`src/rtl/dstage_2_if.sv`:
```
// Bundle between dstage_2 and its upstream pipeline, the tag/data/PLRU arrays and the memory port.
// master = upstream/array side, slave = dstage_2.
interface dstage_2_if #(
    parameter int TAG_W    = 23,
    parameter int NUM_WAYS = 4
);
    typedef struct packed {
        logic [31:0]      addr;
        logic [TAG_W-1:0] tag;
        logic [3:0]       set_no;
        logic [4:0]       offset;
        logic [3:0]       rmask;
        logic [3:0]       wmask;
        logic [31:0]      wdata;
    } stage_reg_t;

    stage_reg_t                       stage_reg;
    logic [NUM_WAYS-1:0][TAG_W:0]     tag_out;
    logic [NUM_WAYS-1:0]              valid_out;
    logic [NUM_WAYS-1:0][255:0]       data_out;
    logic [2:0]                       lru_read;
    logic [2:0]                       lru_write;
    logic                             lru_web;
    logic [31:0]                      ufp_rdata;
    logic                             ufp_resp;
    logic [31:0]                      dfp_addr;
    logic                             dfp_read;
    logic                             dfp_write;
    logic [255:0]                     dfp_wdata;
    logic                             dfp_resp;
    logic                             read_halt;
    logic                             dirty_halt;
    logic                             write_halt;
    logic [1:0]                       write_way;
    logic [31:0]                      hit_count;
    logic [31:0]                      miss_count;

    modport master (
        output stage_reg, tag_out, valid_out, data_out, lru_read, dfp_resp,
        input  lru_write, lru_web, ufp_rdata, ufp_resp, dfp_addr, dfp_read, dfp_write,
               dfp_wdata, read_halt, dirty_halt, write_halt, write_way, hit_count, miss_count
    );

    modport slave (
        input  stage_reg, tag_out, valid_out, data_out, lru_read, dfp_resp,
        output lru_write, lru_web, ufp_rdata, ufp_resp, dfp_addr, dfp_read, dfp_write,
               dfp_wdata, read_halt, dirty_halt, write_halt, write_way, hit_count, miss_count
    );
endinterface

```
`src/rtl/dstage_2.sv`:
```
// Cache compare/miss stage: hit detection, PLRU update, dirty writeback and line allocate.
// Optional macro DSTAGE2_PERF_CNT_EN adds saturating hit/miss counters.
module dstage_2 #(
    parameter int TAG_W    = 23,
    parameter int NUM_WAYS = 4
) (
    input  logic       clk,
    input  logic       rst,
    dstage_2_if.slave  bus
);
    localparam logic [1:0] COMPARE   = 2'd0;
    localparam logic [1:0] WRITEBACK = 2'd1;
    localparam logic [1:0] ALLOCATE  = 2'd2;
    localparam logic [1:0] REFILL    = 2'd3;

    logic [1:0]          state_reg, state_next;
    logic [1:0]          victim_reg, victim_next;
    logic [NUM_WAYS-1:0] hit_vec;
    logic                hit_any;
    logic [1:0]          hit_way;
    logic [1:0]          victim;
    logic                victim_dirty;
    logic                active;
    logic                cmp_hit;
    logic                cmp_miss;
    logic [255:0]        hit_line;
    logic [7:0]          word_lsb;

    logic [2:0]          lru_write_c;
    logic                lru_web_c;
    logic [31:0]         ufp_rdata_c;
    logic                ufp_resp_c;
    logic [31:0]         dfp_addr_c;
    logic                dfp_read_c;
    logic                dfp_write_c;
    logic [255:0]        dfp_wdata_c;
    logic                read_halt_c;
    logic                dirty_halt_c;
    logic                write_halt_c;
    logic [1:0]          write_way_c;

    generate
        for (genvar gi = 0; gi < NUM_WAYS; gi++) begin : g_hit
            assign hit_vec[gi] = bus.valid_out[gi] &&
                                 (bus.tag_out[gi][TAG_W-1:0] == bus.stage_reg.tag);
        end
    endgenerate

    assign hit_any = |hit_vec;

    // Scan downward so the lowest matching way is the one left standing.
    always_comb begin
        hit_way = 2'd0;
        for (int i = NUM_WAYS - 1; i >= 0; i--) begin
            if (hit_vec[i]) hit_way = 2'(i);
        end
    end

    always_comb begin
        if (bus.lru_read[0]) victim = bus.lru_read[1] ? 2'd0 : 2'd1;
        else                 victim = bus.lru_read[2] ? 2'd2 : 2'd3;
    end

    assign victim_dirty = bus.valid_out[victim] && bus.tag_out[victim][TAG_W];
    assign active       = (|bus.stage_reg.rmask) || (|bus.stage_reg.wmask);
    assign cmp_hit      = (state_reg == COMPARE) && active && hit_any;
    assign cmp_miss     = (state_reg == COMPARE) && active && !hit_any;
    assign hit_line     = bus.data_out[hit_way];
    assign word_lsb     = {bus.stage_reg.offset[4:2], 5'b0};

    always_comb begin
        state_next  = state_reg;
        victim_next = victim_reg;
        case (state_reg)
            COMPARE: begin
                if (cmp_miss) begin
                    victim_next = victim;
                    state_next  = victim_dirty ? WRITEBACK : ALLOCATE;
                end
            end
            WRITEBACK: if (bus.dfp_resp) state_next = ALLOCATE;
            ALLOCATE:  if (bus.dfp_resp) state_next = REFILL;
            default:   state_next = COMPARE;
        endcase
    end

    always_ff @(posedge clk) begin
        if (rst) begin
            state_reg  <= COMPARE;
            victim_reg <= 2'd0;
        end else begin
            state_reg  <= state_next;
            victim_reg <= victim_next;
        end
    end

    // All outputs are forced quiet while rst is high, including mid-miss.
    always_comb begin
        lru_write_c  = 3'b000;
        lru_web_c    = 1'b1;
        ufp_rdata_c  = 32'd0;
        ufp_resp_c   = 1'b0;
        dfp_addr_c   = 32'd0;
        dfp_read_c   = 1'b0;
        dfp_write_c  = 1'b0;
        dfp_wdata_c  = 256'd0;
        read_halt_c  = 1'b0;
        dirty_halt_c = 1'b0;
        write_halt_c = 1'b0;
        write_way_c  = 2'd0;
        if (!rst) begin
            case (state_reg)
                COMPARE: begin
                    if (cmp_hit) begin
                        ufp_resp_c = 1'b1;
                        lru_web_c  = 1'b0;
                        if (|bus.stage_reg.rmask) ufp_rdata_c = hit_line[word_lsb +: 32];
                        if (|bus.stage_reg.wmask) begin
                            write_halt_c = 1'b1;
                            write_way_c  = hit_way;
                        end
                        case (hit_way)
                            2'd0:    lru_write_c = {bus.lru_read[2], 1'b0, 1'b0};
                            2'd1:    lru_write_c = {bus.lru_read[2], 1'b1, 1'b0};
                            2'd2:    lru_write_c = {1'b0, bus.lru_read[1], 1'b1};
                            default: lru_write_c = {1'b1, bus.lru_read[1], 1'b1};
                        endcase
                    end
                end
                WRITEBACK: begin
                    dfp_write_c  = 1'b1;
                    dirty_halt_c = 1'b1;
                    read_halt_c  = 1'b1;
                    dfp_addr_c   = 32'({bus.tag_out[victim_reg][TAG_W-1:0],
                                        bus.stage_reg.set_no, 5'b0});
                    dfp_wdata_c  = bus.data_out[victim_reg];
                end
                ALLOCATE: begin
                    dfp_read_c  = 1'b1;
                    read_halt_c = 1'b1;
                    dfp_addr_c  = 32'({bus.stage_reg.tag, bus.stage_reg.set_no, 5'b0});
                end
                default: read_halt_c = 1'b1;
            endcase
        end
    end

    assign bus.lru_write  = lru_write_c;
    assign bus.lru_web    = lru_web_c;
    assign bus.ufp_rdata  = ufp_rdata_c;
    assign bus.ufp_resp   = ufp_resp_c;
    assign bus.dfp_addr   = dfp_addr_c;
    assign bus.dfp_read   = dfp_read_c;
    assign bus.dfp_write  = dfp_write_c;
    assign bus.dfp_wdata  = dfp_wdata_c;
    assign bus.read_halt  = read_halt_c;
    assign bus.dirty_halt = dirty_halt_c;
    assign bus.write_halt = write_halt_c;
    assign bus.write_way  = write_way_c;

`ifdef DSTAGE2_PERF_CNT_EN
    logic [31:0] hit_count_reg, miss_count_reg;

    always_ff @(posedge clk) begin
        if (rst) begin
            hit_count_reg  <= 32'd0;
            miss_count_reg <= 32'd0;
        end else begin
            if (cmp_hit && hit_count_reg != 32'hFFFF_FFFF)
                hit_count_reg <= hit_count_reg + 32'd1;
            if (cmp_miss && miss_count_reg != 32'hFFFF_FFFF)
                miss_count_reg <= miss_count_reg + 32'd1;
        end
    end

    assign bus.hit_count  = rst ? 32'd0 : hit_count_reg;
    assign bus.miss_count = rst ? 32'd0 : miss_count_reg;
`else
    assign bus.hit_count  = 32'd0;
    assign bus.miss_count = 32'd0;
`endif

    // Address/store-data fields and the byte offset within a word are consumed upstream.
    logic unused_bits;
    assign unused_bits = ^{bus.stage_reg.addr, bus.stage_reg.wdata, bus.stage_reg.offset[1:0]};

endmodule

```
`src/flat_wrapper.sv`:
```
// flat-port wrapper written by rule: the top's interface ports become plain ports
module dstage_2_flat 
#(
    parameter int TAG_W    = 23,
    parameter int NUM_WAYS = 4
)
  (clk, rst, bus_stage_reg, bus_tag_out, bus_valid_out, bus_data_out, bus_lru_read, bus_dfp_resp, bus_lru_write, bus_lru_web, bus_ufp_rdata, bus_ufp_resp, bus_dfp_addr, bus_dfp_read, bus_dfp_write, bus_dfp_wdata, bus_read_halt, bus_dirty_halt, bus_write_halt, bus_write_way, bus_hit_count, bus_miss_count);
  dstage_2_if #(.TAG_W(TAG_W), .NUM_WAYS(NUM_WAYS)) bus_i ();
  input  logic clk;
  input  logic rst;
  input wire logic [$bits(bus_i.stage_reg)-1:0] bus_stage_reg;
  input wire logic [$bits(bus_i.tag_out)-1:0] bus_tag_out;
  input wire logic [$bits(bus_i.valid_out)-1:0] bus_valid_out;
  input wire logic [$bits(bus_i.data_out)-1:0] bus_data_out;
  input wire logic [$bits(bus_i.lru_read)-1:0] bus_lru_read;
  input wire logic [$bits(bus_i.dfp_resp)-1:0] bus_dfp_resp;
  output wire logic [$bits(bus_i.lru_write)-1:0] bus_lru_write;
  output wire logic [$bits(bus_i.lru_web)-1:0] bus_lru_web;
  output wire logic [$bits(bus_i.ufp_rdata)-1:0] bus_ufp_rdata;
  output wire logic [$bits(bus_i.ufp_resp)-1:0] bus_ufp_resp;
  output wire logic [$bits(bus_i.dfp_addr)-1:0] bus_dfp_addr;
  output wire logic [$bits(bus_i.dfp_read)-1:0] bus_dfp_read;
  output wire logic [$bits(bus_i.dfp_write)-1:0] bus_dfp_write;
  output wire logic [$bits(bus_i.dfp_wdata)-1:0] bus_dfp_wdata;
  output wire logic [$bits(bus_i.read_halt)-1:0] bus_read_halt;
  output wire logic [$bits(bus_i.dirty_halt)-1:0] bus_dirty_halt;
  output wire logic [$bits(bus_i.write_halt)-1:0] bus_write_halt;
  output wire logic [$bits(bus_i.write_way)-1:0] bus_write_way;
  output wire logic [$bits(bus_i.hit_count)-1:0] bus_hit_count;
  output wire logic [$bits(bus_i.miss_count)-1:0] bus_miss_count;
  assign bus_i.stage_reg = bus_stage_reg;
  assign bus_i.tag_out = bus_tag_out;
  assign bus_i.valid_out = bus_valid_out;
  assign bus_i.data_out = bus_data_out;
  assign bus_i.lru_read = bus_lru_read;
  assign bus_i.dfp_resp = bus_dfp_resp;
  assign bus_lru_write = bus_i.lru_write;
  assign bus_lru_web = bus_i.lru_web;
  assign bus_ufp_rdata = bus_i.ufp_rdata;
  assign bus_ufp_resp = bus_i.ufp_resp;
  assign bus_dfp_addr = bus_i.dfp_addr;
  assign bus_dfp_read = bus_i.dfp_read;
  assign bus_dfp_write = bus_i.dfp_write;
  assign bus_dfp_wdata = bus_i.dfp_wdata;
  assign bus_read_halt = bus_i.read_halt;
  assign bus_dirty_halt = bus_i.dirty_halt;
  assign bus_write_halt = bus_i.write_halt;
  assign bus_write_way = bus_i.write_way;
  assign bus_hit_count = bus_i.hit_count;
  assign bus_miss_count = bus_i.miss_count;
  dstage_2 #(.TAG_W(TAG_W), .NUM_WAYS(NUM_WAYS)) u_core (.clk(clk), .rst(rst), .bus(bus_i));
endmodule
```
`config.mk`:
```
export PLATFORM = sky130hd
export DESIGN_NAME = dstage_2_flat
export DESIGN_NICKNAME = d
export VERILOG_FILES = /design/src/rtl/dstage_2_if.sv /design/src/rtl/dstage_2.sv /design/src/flat_wrapper.sv
export SDC_FILE = /design/constraint.sdc
export NUM_CORES = 1
export LEC_CHECK = 0
export CORE_AREA = 8 8 622 624
export DETAILED_ROUTE_END_ITERATION = 10
export DIE_AREA = 0 0 630 632
export HOLD_SLACK_MARGIN = 0.12
export PLACE_DENSITY_LB_ADDON = 0.15
export SLEW_MARGIN = 20
export SYNTH_ARGS = -nofsm -noshare
export SYNTH_HDL_FRONTEND = slang
export SYNTH_SLANG_ARGS = --single-unit
```
`constraint.sdc`:
```
create_clock -name clk -period 4.54 [get_ports clk]
set_input_delay 0.454 -clock clk [delete_from_list [all_inputs] [get_ports clk]]
set_output_delay 0.454 -clock clk [all_outputs]
set_load 0.005 [all_outputs]
```
# Word-level counts from Yosys, hierarchy flattened
# Cells that the tools add are included.
# W data, S select, Z words.
# word_totals
ff_bits	4
input_bits	1234
out_inout_bits	396
word_cells	88
# classes
order_cmp	3
n_eq_ne	11
shift	1
muxes	54
n_reduce_logical	17
# ops
operator	n
$bmux W256 S2	2
$mux W256	4
$shiftx A256 B9 Y32	1
$mux W32	5
$bmux W24 S2	2
$eq A23 B23 Y1	4
$pmux W32 S2	1
$mux W2	13
$mux W24	1
$mux W23	1
$mux W1	19
$reduce_or A4 Y1	3
$lt A2 B3 Y1 const B	3
$mux W3	3
$pmux W3 S3	1
$logic_and A1 B1 Y1	8
$pmux W2 S3	1
$eq A2 B1 Y1 const B	2
$eq A2 B2 Y1 const B	2
$logic_not A2 Y1	2
$ne A2 B2 Y1 const B	2
$reduce_and A3 Y1	1
$bmux W1 S2	1
$ne A2 B1 Y1 const B	1
3 further kinds	3

# Depth between registers and ports, before layout
# depth
depth_word	13
ltp_mapped	15
ltp_nobuf	9

# Least setup slack after synthesis
# No wires, ideal clock.
# synth_timing
path_kind	in2out
start	input port bus_stage_reg[50]
end	output port bus_ufp_rdata[17]
t_arrival_ns	3.535
required_ns	4.086
path_slack_ns	0.551
path_stages	12
path_cell_list	buf_2 -> xnor2_2 -> nand4_1 -> or4_4 -> a2111oi_4 -> o21a_1 -> buf_6 -> buf_6 -> mux4_2 -> a22o_1 -> a221oi_1 -> o221ai_1
# synth_via
elab_chain_len	13
word_cells_on_any_way	21
classes_between	4 x eq/ne; 1 x shift; 10 x mux; 6 x reduce/logical
# synth_lines
item	line_no	text
from (decl)	flat_wrapper.sv:11	input wire logic [$bits(bus_i.stage_reg)-1:0] bus_stage_reg;
$eq A23 B23 Y1	dstage_2.sv:45	(bus.tag_out[gi][TAG_W-1:0] == bus.stage_reg.tag);
$logic_and A1 B1 Y1	dstage_2.sv:44	assign hit_vec[gi] = bus.valid_out[gi] &&
$mux W2 (4 in a row)	dstage_2.sv:55	if (hit_vec[i]) hit_way = 2'(i);
$bmux W256 S2	dstage_2.sv:68	assign hit_line = bus.data_out[hit_way];
$mux W256 (not written as such)	dstage_2.sv:68	
$shiftx A256 B9 Y32	dstage_2.sv:117	if (|bus.stage_reg.rmask) ufp_rdata_c = hit_line[word_lsb +: 32];
$mux W32	dstage_2.sv:117	
$mux W32 (*)	dstage_2.sv:114	if (cmp_hit) begin
$mux W32 (*)	dstage_2.sv:112	case (state_reg)
$mux W32 (*)	dstage_2.sv:111	if (!rst) begin
to (decl)	flat_wrapper.sv:19	output wire logic [$bits(bus_i.ufp_rdata)-1:0] bus_ufp_rdata;
# Mark *: on every way between the ends. The rest lies on a longest branch, timed or not. The select of a mux whose other input is x is not followed.

# Final worst setup path
# layout_timing
start	input port bus_tag_out[46]
end	output port bus_ufp_rdata[12]
# layout_via
elab_chain_len	11
word_cells_on_any_way	13
classes_between	1 x eq/ne; 1 x shift; 8 x mux; 3 x reduce/logical
# layout_lines
item	line_no	text
from (decl)	flat_wrapper.sv:12	input wire logic [$bits(bus_i.tag_out)-1:0] bus_tag_out;
$eq A23 B23 Y1 (*)	dstage_2.sv:45	
$logic_and A1 B1 Y1 (*)	dstage_2.sv:44	
$mux W2 (2 in a row)	dstage_2.sv:55	
$bmux W256 S2	dstage_2.sv:68	
$mux W256 (not written as such)	dstage_2.sv:68	
$shiftx A256 B9 Y32	dstage_2.sv:117	
$mux W32	dstage_2.sv:117	
$mux W32 (*)	dstage_2.sv:114	
$mux W32 (*)	dstage_2.sv:112	
$mux W32 (*)	dstage_2.sv:111	
# Marked as above.

==> results.txt <==
Cell area after technology mapping = 0.02101 mm2
Setup repair after global routing missed its margin = true
Number of distinct library cell variants in the gate-level netlist after synthesis = 75
Start-to-end type of the worst setup path = input pin to output port
Largest voltage drop on the vdd net = 167.7 uV
Number of port buffers = 1494
Clk Latency, worst-skew pair = 0.23 ns
Number of failing hold endpoints at the final stage = 0
Dominant cell type by count on the critical path = buf_12
Total clock buffers created by CTS = 3
Number of flops mapped to enable cells by yosys = 0
Number of cells in the finished layout apart from fillers = 9080
Final worst path period share = 106.0%
Met1 GRT Util = 19.69%
Final net count = 5211
Number of top-level pins = 1630
Gr ovfl total = 0
Clock sinks = 4
Clock tree root buffer cell = clkbuf_16
Highest clock rate = 0.2078 GHz
Static Leak = 15.76 nW
Total power = 8.047 mW
Via count of the first global-routing pass = 31.68k
Synthesized area per cell = 9.698 um2
Number of nets with antenna violations after routing = 0
Arrival time of the worst setup path = 4.36 ns
Number of design-rule violations left by the first detailed-router iteration = 2279
PD cells = 162.3 mW/mm2
Fraction of layout instances using a drive strength above 1 = 33.24%
Most common library cells after synthesis = mux4_2, and2_1, mux2i_1
Sequential-to-total area share from yosys stat = 0.3812%
CTS HTree Levels = 1
Grt met3 use = 7.173%
Post-synthesis register bit count = 4
Total GRT Usage = 17.78%
Drt drc = 0
Worst setup path startpoint = bus_tag_out[46]
Most numerous cell in the Yosys netlist = mux4_2
Via-per-instance ratio = 3.343
Worst-case setup slack after placement = -2.355 ns
Maximum fanout along the worst path = 3
Startpoint of the most critical register-to-register path = u_core.state_reg[1]
Width of the chip = 630 um
Final setup violation count = 29
Final routed wirelength across all metal layers = 373700 um
Post-cts hold buffer count = 0
Ranking of synthesized cells by area = mux4_2, mux2i_1, and2_1
Critical path's largest stage delay = 0.63 ns
Number of instances in the placed design = 8853
HP Class = flop to flop
Wire length of the first global-routing pass = 446900 um
Count of standard-cell rows = 226
Levels on crit path = 15
Multi-input logic area = 0.02126 mm2
CP Cell Sequence = clkdlybuf4s15_1, xor2_2, nor4_1, nand4_1, or2_4, o211a_4, buf_16, buf_12, buf_12, mux2i_4, mux4_2, o211ai_1, buf_4, a22o_4, buf_12
Layout Area Growth over Synthesis = 136.1%
Final Critical Period = 4.813 ns
Total iterations of the first detailed-routing run = 5
Clock skew = 0.0005293 ns
Ys async rst share = 0%
TritonCTS clock tree = yes
Worst path bufs/invs = 6
Max-slew headroom at the worst pin = 33.07%
Crit-path slowest cell = o211ai_1
Register cell area after layout = 87.58 um2
Placer congestion estimate = 0.8771
Number of pins with negative max-slew slack in the final report = 0
CP delay by family, top = buffers and inverters
Initial Util = 5.568%
Violated checks = setup timing
Critical path data required time = 4.09 ns
Cell type contributing the most total cell area after synthesis = mux4_2
Final hold slack = 0.5030 ns
Clock transition time at the flip-flop clock pins of the worst setup and hold paths = 0.03 ns
R2r setup slk = 2.11 ns
Reg-to-reg critical path endpoint = u_core.state_reg[1]
Routed wirelength normalized by instance count = 41.15 um
Fraction of the core area covered by cells at the end of the flow = 13.15%
Max cap viols = 0
Result of the run = finished with violations
Vias post-DR = 30.36k
Worst-case reg-to-reg path depth = 7
Antenna violations before repair = 286
Leading register cell type out of synthesis = dfxtp_1
Die boundary height = 632 um
Area inside the core boundary = 0.3772 mm2
GR Layer Usage met2 = 31.46%
Worst setup EP type = output port
Worst Setup Start Kind = input pin
HPWL reported at the end of detailed placement = 336300 um
Worst-Margin Slew = 1.004 ns
Max clock buf depth = 2
Critical path destination = bus_ufp_rdata[12]
Area share of the largest cell type after synthesis = 42.89%
Post-synthesis instance total = 2166
Syn. warnings = 0
Peak-usage layer in the global routing report = met2
Die Area = 0.3982 mm2
Maximum number of pins on one net before global-route repair = 74
Fin worst setup slack = -0.2727 ns
Fill cell count = 42.97k
==> what timing repair did <==
| action | CTS | global route |
|---|---|---|
| cloned | 10 | 1 |
| endpoints found under the setup margin | 39 | 32 |
| hold endpoints to repair | 0 | 0 |
| resized for setup | 673 | 103 |
| pin swaps | 115 | 57 |
| buffers inserted | 117 | 32 |
==> kinds of logic after synthesis <==
| family | after synthesis | synth area share (%) |
|---|---|---|
| AND/OR/NAND/NOR | 673 | 16.75 |
| other | 1 | 0.01785 |
| multiplexers | 695 | 57.49 |
| XOR/XNOR | 92 | 4.015 |
| adder cells (fa/ha/maj) | 4 | 0.2383 |
| flip-flops | 4 | 0.3812 |
| buffers and inverters | 362 | 9.257 |
| AO/OA/AOI/OAI | 335 | 11.85 |
==> power breakdown <==
part / internal [mW] / switching [mW]
combinational: 3.74 / 3.99
sequential: 0.0520 / 0.125
clock: 0.113 / 0.0257
==> tightest hold or removal path, delay by kind of cell, from the launching register on <==
kind / cells / cell delay [ns]
compound gates: 1 / 0.05
flops: 1 / 0.33
simple gates: 1 / 0.07
==> routing by layer <==
| layer | up-vias | part of all wire (%) |
|---|---|---|
| li1 | 12214 | - |
| met1 | 15826 | 38 |
| met2 | 1672 | 50 |
| met3 | 507 | 9.3 |
| met4 | 136 | 3.2 |
| met5 | - | 0.23 |
==> worst min-delay path by stage <==
stage                              from                  end  slack (ns)  cells after the start
floorplan           u_core.state_reg[1]  u_core.state_reg[1]        0.46                      2
global route        u_core.state_reg[1]  u_core.state_reg[1]        0.53                      2
finish              u_core.state_reg[1]  u_core.state_reg[1]        0.50                      2
CTS                 u_core.state_reg[1]  u_core.state_reg[1]        0.50                      2
global placement    u_core.state_reg[1]  u_core.state_reg[1]        0.49                      2
detailed placement  u_core.state_reg[1]  u_core.state_reg[1]        0.50                      2
==> through the flow <==
stage | TNS [ns] | cell area [um2]
2_1_floorplan | 0 | 21260
3_3_place_gp | -54.24 | 45680
3_5_place_dp | -51.37 | 45700
4_1_cts | -6.254 | 48890
5_1_grt | -7.087 | 49500
6_report | -4.030 | 49590
==> cell type report <==
type                    count  area share (%)
clock buffers               3          0.1514
well taps                5016           12.66
inverters                  31          0.2498
multi-input cells        1868           42.88
repair buffers           2065           43.42
flip-flops and latches      4          0.1766
diodes                     93          0.4693
==> layout by cell type (no fill, tap or decap), types with 22 or more instances in the layout <==
cell	n
a21oi_1	33
a22oi_1	24
and2_1	262
buf_12	145
buf_2	33
buf_4	353
buf_6	83
clkdlybuf4s50_1	1345
conb_1	69
diode_2	93
dlygate4sd2_1	48
inv_1	29
mux2_2	27
mux2i_1	234
mux4_2	400
nand2_1	122
nand4_1	44
nor2_1	130
o211ai_1	59
o21ai_0	30
o22ai_1	22
xnor2_1	30
xnor2_2	30
Power figures use the tool's default switching activity.
